[config.mk]
export PLATFORM = sky130hd
export DESIGN_NAME = dmem_pipelined
export DESIGN_NICKNAME = d
export VERILOG_FILES = /design/src/rtl/dmem_pipelined.sv
export SDC_FILE = /design/constraint.sdc
export NUM_CORES = 1
export LEC_CHECK = 0
export BUFFER_PORTS_ARGS = -buffer_cell sky130_fd_sc_hd__buf_2
export CORE_MARGIN = 2
export CORE_UTILIZATION = 50
export CTS_BUF_LIST = sky130_fd_sc_hd__clkbuf_2 sky130_fd_sc_hd__clkbuf_4 sky130_fd_sc_hd__clkbuf_8
export CTS_CLUSTER_SIZE = 12
export DETAILED_ROUTE_END_ITERATION = 10
export PLACE_DENSITY = 0.68
export SLEW_MARGIN = 10
export SYNTH_ARGS = -nofsm -noshare
export SYNTH_HDL_FRONTEND = slang
export SYNTH_SLANG_ARGS = --single-unit
[constraint.sdc]
create_clock -name clk -period 8 [get_ports clk]
set_clock_uncertainty 0.2 [all_clocks]
set_input_delay 1.6 -clock clk [delete_from_list [all_inputs] [get_ports clk]]
set_output_delay 1.6 -clock clk [all_outputs]
set_load 0.02 [all_outputs]
[src/rtl/dmem_pipelined.sv]
// Pipelined RV32 data memory: byte-lane stores, sign/zero-extended loads,
// misalignment reporting and a one-word-per-cycle clear after reset.
module dmem_pipelined #(
    parameter int MEM_DEPTH = 16,
    parameter int RD_LAT    = 1
) (
    input  logic        clk,
    input  logic        rst,
    output logic        ready,
    input  logic        rd_req,
    input  logic [31:0] rd_addr0,
    input  logic [2:0]  rd_size,
    output logic        rd_valid,
    output logic [31:0] rd_dout0,
    output logic        rd_err,
    input  logic        we0,
    input  logic [31:0] wr_addr0,
    input  logic [31:0] wr_din0,
    input  logic [2:0]  wr_strb,
    output logic        wr_err
);
    localparam int AW  = $clog2(MEM_DEPTH);
    localparam int NST = RD_LAT + 1;

    typedef enum logic {CLEAR, READY} state_t;

    function automatic logic ld_misaligned(input logic [2:0] sz, input logic [1:0] lane);
        case (sz)
            3'b000, 3'b100: return 1'b0;
            3'b001, 3'b101: return lane[0];
            3'b010:         return |lane;
            default:        return 1'b1;
        endcase
    endfunction

    function automatic logic st_misaligned(input logic [2:0] sz, input logic [1:0] lane);
        case (sz)
            3'd0:    return 1'b0;
            3'd1:    return lane[0];
            3'd2:    return |lane;
            default: return 1'b1;
        endcase
    endfunction

    function automatic logic [31:0] ld_extract(input logic [31:0] word, input logic [2:0] sz,
                                               input logic [1:0] lane);
        logic [31:0] sh;
        sh = word >> {lane, 3'b000};
        case (sz)
            3'b000:  return {{24{sh[7]}}, sh[7:0]};
            3'b001:  return {{16{sh[15]}}, sh[15:0]};
            3'b010:  return word;
            3'b100:  return {24'h0, sh[7:0]};
            3'b101:  return {16'h0, sh[15:0]};
            default: return 32'h0;
        endcase
    endfunction

    function automatic logic [3:0] st_lanes(input logic [2:0] sz, input logic [1:0] lane);
        case (sz)
            3'd0:    return 4'b0001 << lane;
            3'd1:    return lane[1] ? 4'b1100 : 4'b0011;
            3'd2:    return 4'b1111;
            default: return 4'b0000;
        endcase
    endfunction

    function automatic logic [31:0] st_replicate(input logic [31:0] din, input logic [2:0] sz);
        case (sz)
            3'd0:    return {4{din[7:0]}};
            3'd1:    return {2{din[15:0]}};
            default: return din;
        endcase
    endfunction

    state_t          state_q;
    logic [AW-1:0]   ptr_q;
    logic            ready_q;
    logic [31:0]     mem_q [MEM_DEPTH];

    logic [AW-1:0]   rd_idx, wr_idx;
    logic            rd_acc, wr_acc, wr_bad, wr_ok;
    logic [31:0]     ld_data_d;
    logic            ld_err_d;
    logic [3:0]      wr_be;
    logic [31:0]     wr_data;

    logic [NST-1:0]  vld_q;
    logic [NST-1:0]  err_q;
    logic [31:0]     dat_q [NST];
    logic            werr_p0_q, wr_err_q;

    logic unused_addr_bits;
    assign unused_addr_bits = ^{rd_addr0[31:AW+2], wr_addr0[31:AW+2]};

    assign rd_idx    = rd_addr0[2 +: AW];
    assign wr_idx    = wr_addr0[2 +: AW];
    // rst gating drops any access on the same edge as a reset
    assign rd_acc    = rst & ready_q & rd_req;
    assign wr_acc    = rst & ready_q & we0;
    assign wr_bad    = st_misaligned(wr_strb, wr_addr0[1:0]);
    assign wr_ok     = wr_acc & ~wr_bad;
    assign wr_be     = st_lanes(wr_strb, wr_addr0[1:0]);
    assign wr_data   = st_replicate(wr_din0, wr_strb);
    assign ld_err_d  = ld_misaligned(rd_size, rd_addr0[1:0]);
    assign ld_data_d = ld_err_d ? 32'h0 : ld_extract(mem_q[rd_idx], rd_size, rd_addr0[1:0]);

    always_ff @(posedge clk) begin
        if (!rst) begin
            state_q <= CLEAR;
            ptr_q   <= '0;
            ready_q <= 1'b0;
        end else begin
            case (state_q)
                CLEAR: begin
                    ptr_q <= ptr_q + AW'(1);
                    if (ptr_q == AW'(MEM_DEPTH - 1)) state_q <= READY;
                end
                READY: ready_q <= 1'b1;
            endcase
        end
    end

    always_ff @(posedge clk) begin
        if (rst && state_q == CLEAR) begin
            mem_q[ptr_q] <= 32'h0;
        end else if (wr_ok) begin
            for (int b = 0; b < 4; b++)
                if (wr_be[b]) mem_q[wr_idx][8*b +: 8] <= wr_data[8*b +: 8];
        end
    end

    // Stage 0 holds the read-first array result; later stages only delay it
    always_ff @(posedge clk) begin
        if (!rst) begin
            vld_q          <= '0;
            err_q          <= '0;
            dat_q[NST-1]   <= 32'h0;
        end else begin
            vld_q[0] <= rd_acc;
            if (rd_acc) begin
                dat_q[0] <= ld_data_d;
                err_q[0] <= ld_err_d;
            end
            for (int k = 1; k < NST; k++) begin
                vld_q[k] <= vld_q[k-1];
                if (vld_q[k-1]) begin
                    dat_q[k] <= dat_q[k-1];
                    err_q[k] <= err_q[k-1];
                end
            end
        end
    end

    always_ff @(posedge clk) begin
        if (!rst) begin
            werr_p0_q <= 1'b0;
            wr_err_q  <= 1'b0;
        end else begin
            werr_p0_q <= wr_acc & wr_bad;
            wr_err_q  <= werr_p0_q;
        end
    end

    assign ready    = ready_q;
    assign rd_valid = vld_q[NST-1];
    assign rd_dout0 = dat_q[NST-1];
    assign rd_err   = err_q[NST-1];
    assign wr_err   = wr_err_q;
endmodule

Word-level counts from Yosys, hierarchy flattened:

Memory sizes are Yosys's and may differ from the RTL's.
Index checks and enable logic that the tools add are counted.

* logic and storage cells: 74
* memories: 2
* flip-flop bits (word level): 12
* output and inout port bits: 36
* RAM bits: 576

* bitwise gates (word level): 8
* eq/ne operators: 7
* shifts and indexed selects: 2
* mux-type cells: 38
* add/sub/neg operators: 1
* reductions and logical operators: 8

Memories
* mem_q: depth 16, bits a word 32, rd ports 1, clocked after memory_dff 0, write ports 1, line 79 `logic [31:0] mem_q [MEM_DEPTH];`
* dat_q: depth 2, bits a word 32, rd ports 2, clocked after memory_dff 0, write ports 2, line 90 `logic [31:0] dat_q [NST];`

Operators by type and width (number)
* $pmux 32 s5: 1
* $mux 32: 3
* $pmux 32 s2: 1
* $reduce_or 32->1: 1
* $shr 32x5->16: 1
* $mux 1: 27
* $mux 4: 3
* $pmux 4 s3: 1
* $reduce_or 2->1: 4
* $eq 3x1->1 const B: 2
* $eq 3x2->1 const B: 2
* $eq 3x3->1 const B: 2
* $logic_not 3->1: 2
* $pmux 1 s3: 2
* $and 1x1->1: 5
* $add 4x1->4 const B: 1
* $eq 4x4->1 const B: 1
* $shl 1x2->4 const A: 1
* $not 1->1: 2
* $logic_and 1x1->1: 1
* $or 1x1->1: 1

Logic depth before layout (Yosys ltp):

* depth after elaboration: 9
* depth in mapped cells: 10
* depth with buffers taken out: 6

Least setup slack after synthesis:

No wires, ideal clock.

* path kind: input -> register
* from: input rd_addr0[2]
* to: memory dat_q[0][1], data pin
* data required time: 7526 ps
* stages on the path: 7
* setup slack: 3761 ps
* arrival: 3766 ps
* path buffers: 3
* cell sequence: buf_4 > buf_2 > buf_2 > mux4_2 > mux4_2 > a222oi_1 > a211oi_1

RTL lines
* start, declared: line 11 `input logic [31:0] rd_addr0,`
* end, declared: line 90

==> results.txt <==
Tcrit/Tclk final: 63.5%
Post-synth top flop: edfxtp_1
reg2reg path depth: 7
maximum level of the CTS H-tree: 3
min Tclk post-route: 5080 ps
number of maximum-capacitance violations: 0
mean cell area of the mapped netlist: 19.4 sq um
Slew headroom: 12.7%
die area: 0.0489 sq mm
std cell rows: 79
worst hold path startpoint: err_q[1]$_SDFFE_PN0P_
setup slack of the most critical reg-to-reg path: 4370 ps
sinks on the clock net: 588
VDD IR-drop max: 0.166 mV
RSZ-0062 raised after global routing: no
Peak Freq: 197 MHz
fraction of registers with async set or reset after synthesis: 0%
initial antenna violation count: 2
critical path launch point type: primary input
wire length reported by the detailed router: 51.6 mm
GRT Overall Usage: 21.3%
TritonCTS clock tree: done
required time at the worst-slack endpoint: 8130 ps
count of boundary I/O pins: 142
largest cells by area after synthesis: edfxtp_1 (73%), mux4_2 (15%), nand2_1 (1.4%), nor2_1 (1.4%), dfxtp_1 (1.0%)
FF-to-FF End: mem_q[3][5]$_DFFE_PP_
number of storage elements in the synthesis netlist: 588
worst min-delay path class: reg2reg
number of hold violations in the final report: 0
Core Region: 0.0466 sq mm
maximum clock insertion buffer count: 3
endpoint arrival time on the critical path: 5220 ps
worst hold path stage count: 2
launch point of the worst reg-to-reg path: ready$_SDFFE_PN0P_
power density over cell area: 234 mW/mm^2
number of synthesized flops with an enable pin: 576
clock root buffer master: clkbuf_8
area leader, netlist: edfxtp_1
HPWL after detailed placement: 33.4 mm
share of the yosys chip area belonging to registers: 74.4%
synthesis-to-finish area growth: 12.5%
total clock buffers created by CTS: 93
Final Net Count: 1455
starting DRC count in detailed routing: 1122
pin count of the biggest net entering global routing: 73
first-pass GRT wire length: 76.3 mm
Yosys warning total: 0
total power of the final layout: 6200 uW
crit end category: register
leading cell types in the layout, fill and taps excluded: edfxtp_1 (576), mux4_2 (154), clkbuf_8 (98)
clock insertion delay at the later pin of the skew report: 680 ps
antenna-violating nets left: 0
most common cell after layout, fill and taps aside: edfxtp_1
Via density: 5.93
leakage: 0.00848 uW
IO Port Bufs: 89
post-synth top area share: 73.3%
setup fix buffers added after clock tree synthesis: 0
CTS Hold Bufs: 0
Starting Density: 50.7%
post-CTS sizing: 0
Pre-antenna DRT Iters: 5
final max-slew violation count: 0
result of the run: completed
slew of the pin with the lowest slew margin: 1310 ps
critical path type: in2reg
total congestion overflow after global routing: 0
post-synthesis cell type count: 50
Layout Utilization: 57.0%
number of setup violations in the final report: 0
count of unresolved DRC violations after routing: 0
post-synthesis instance area: 0.0236 sq mm
Die X: 221 um
overall die height: 221 um
clock-pin transition on the worst setup and hold timing paths: 60 ps
synthesized netlist net count: 1321
proportion of layout cells with a drive suffix above 1: 31.0%
total negative slack: 0 ps
WL per Instance: 25.4 um
instance count of the mapped netlist: 1214
critical path peak fanout: 72
via count of the routed design: 12000
placer's final routability congestion estimate: 0.863
terminating pin of the worst hold path: err_q[1]$_SDFFE_PN0P_
number of global-route vias before repair: 12100
critical path: stages:
cell and delay, ps:
clkbuf_8 620, buf_4 650, mux4_2 620, a22oi_1 250, a21oi_1 150, o311ai_2 850
o311ai_0 320
layout make-up:
class                           instances  area, sq um
Clock inverter                         27          195
Tap cell                              607          759
Timing Repair Buffer                  109          607
Multi-Input combinational cell        552         5750
Inverter                                4         15.0
Fill cell                            3484        20000
Sequential cell                       588        17500
Antenna cell                            5         12.5
Clock buffer                          138         1640
sequential cells by signal, indices dropped and copies added, names as in the netlist:
signal / cells
ready: 1
state_q: 1
vld_q: 2
ptr_q: 4
wr_err: 1
mem_q: 512
err_q: 2
werr_p0_q: 1
dat_q: 64
kinds of logic after synthesis:
family	after synthesis	synth area share, %
XOR/XNOR	3	0.111
buffers and inverters	74	1.38
multiplexers	181	15.9
AND/OR/NAND/NOR	283	5.61
flip-flops	588	74.4
AO/OA/AOI/OAI	84	2.58
adder cells (fa/ha/maj)	1	0.0530
synth_stat cells, types with 6 or more instances:
cell type,instances
clkbuf_1,33
nor2b_1,6
a222oi_1,7
mux4_2,154
nand3b_1,10
and3_1,36
mux2_2,8
edfxtp_1,576
and2_1,18
a211oi_1,15
a21oi_1,25
mux2i_1,19
nand2_1,89
dfxtp_1,12
nor2_1,85
buf_2,30
a22oi_1,8
nand3_1,21
worst max path at each step:
stage,start,end,slack [ps],depth (start not counted)
detailed placement,rd_addr0[2],dat_q[0][31]$_SDFFCE_PP0P_,2200,7
floorplan,rd_addr0[2],dat_q[0][1]$_SDFFCE_PP0P_,3760,7
finish,rd_addr0[2],dat_q[0][31]$_SDFFCE_PP0P_,2920,7
global route,rd_addr0[2],dat_q[0][31]$_SDFFCE_PP0P_,2570,7
CTS,rd_addr0[2],dat_q[0][31]$_SDFFCE_PP0P_,2920,7
global placement,rd_addr0[2],dat_q[0][31]$_SDFFCE_PP0P_,2280,7
report_power, final:
| part | internal [uW] | switching, uW |
|---|---|---|
| Combinational | 105 | 180 |
| Sequential | 3390 | 11.1 |
| Clock | 1380 | 1140 |
| Total | 4870 | 1330 |
through the flow:
| step | area, sq um | worst slack [ps] | hold WS, ps | instances |
|---|---|---|---|---|
| final | 26500 | 2920 | 333 | 2030 |
| after CTS | 26500 | 2920 | 335 | 2025 |
| after global placement | 24600 | 2280 | 302 | 1860 |
| after detailed placement | 24600 | 2200 | 322 | 1860 |
| after floorplan | 23600 | 3760 | 212 | 1214 |
| after global routing | 26500 | 2570 | 370 | 2025 |
layer usage:
layer,vias up,GRT usage [%],part of all wire [%]
li1,5237,-,-
met3,96,6.32,8.7
met5,-,0,0.025
met4,2,6.28,2.2
met2,527,33.2,48
met1,6178,29.4,41
Power figures use the tool's default switching activity.
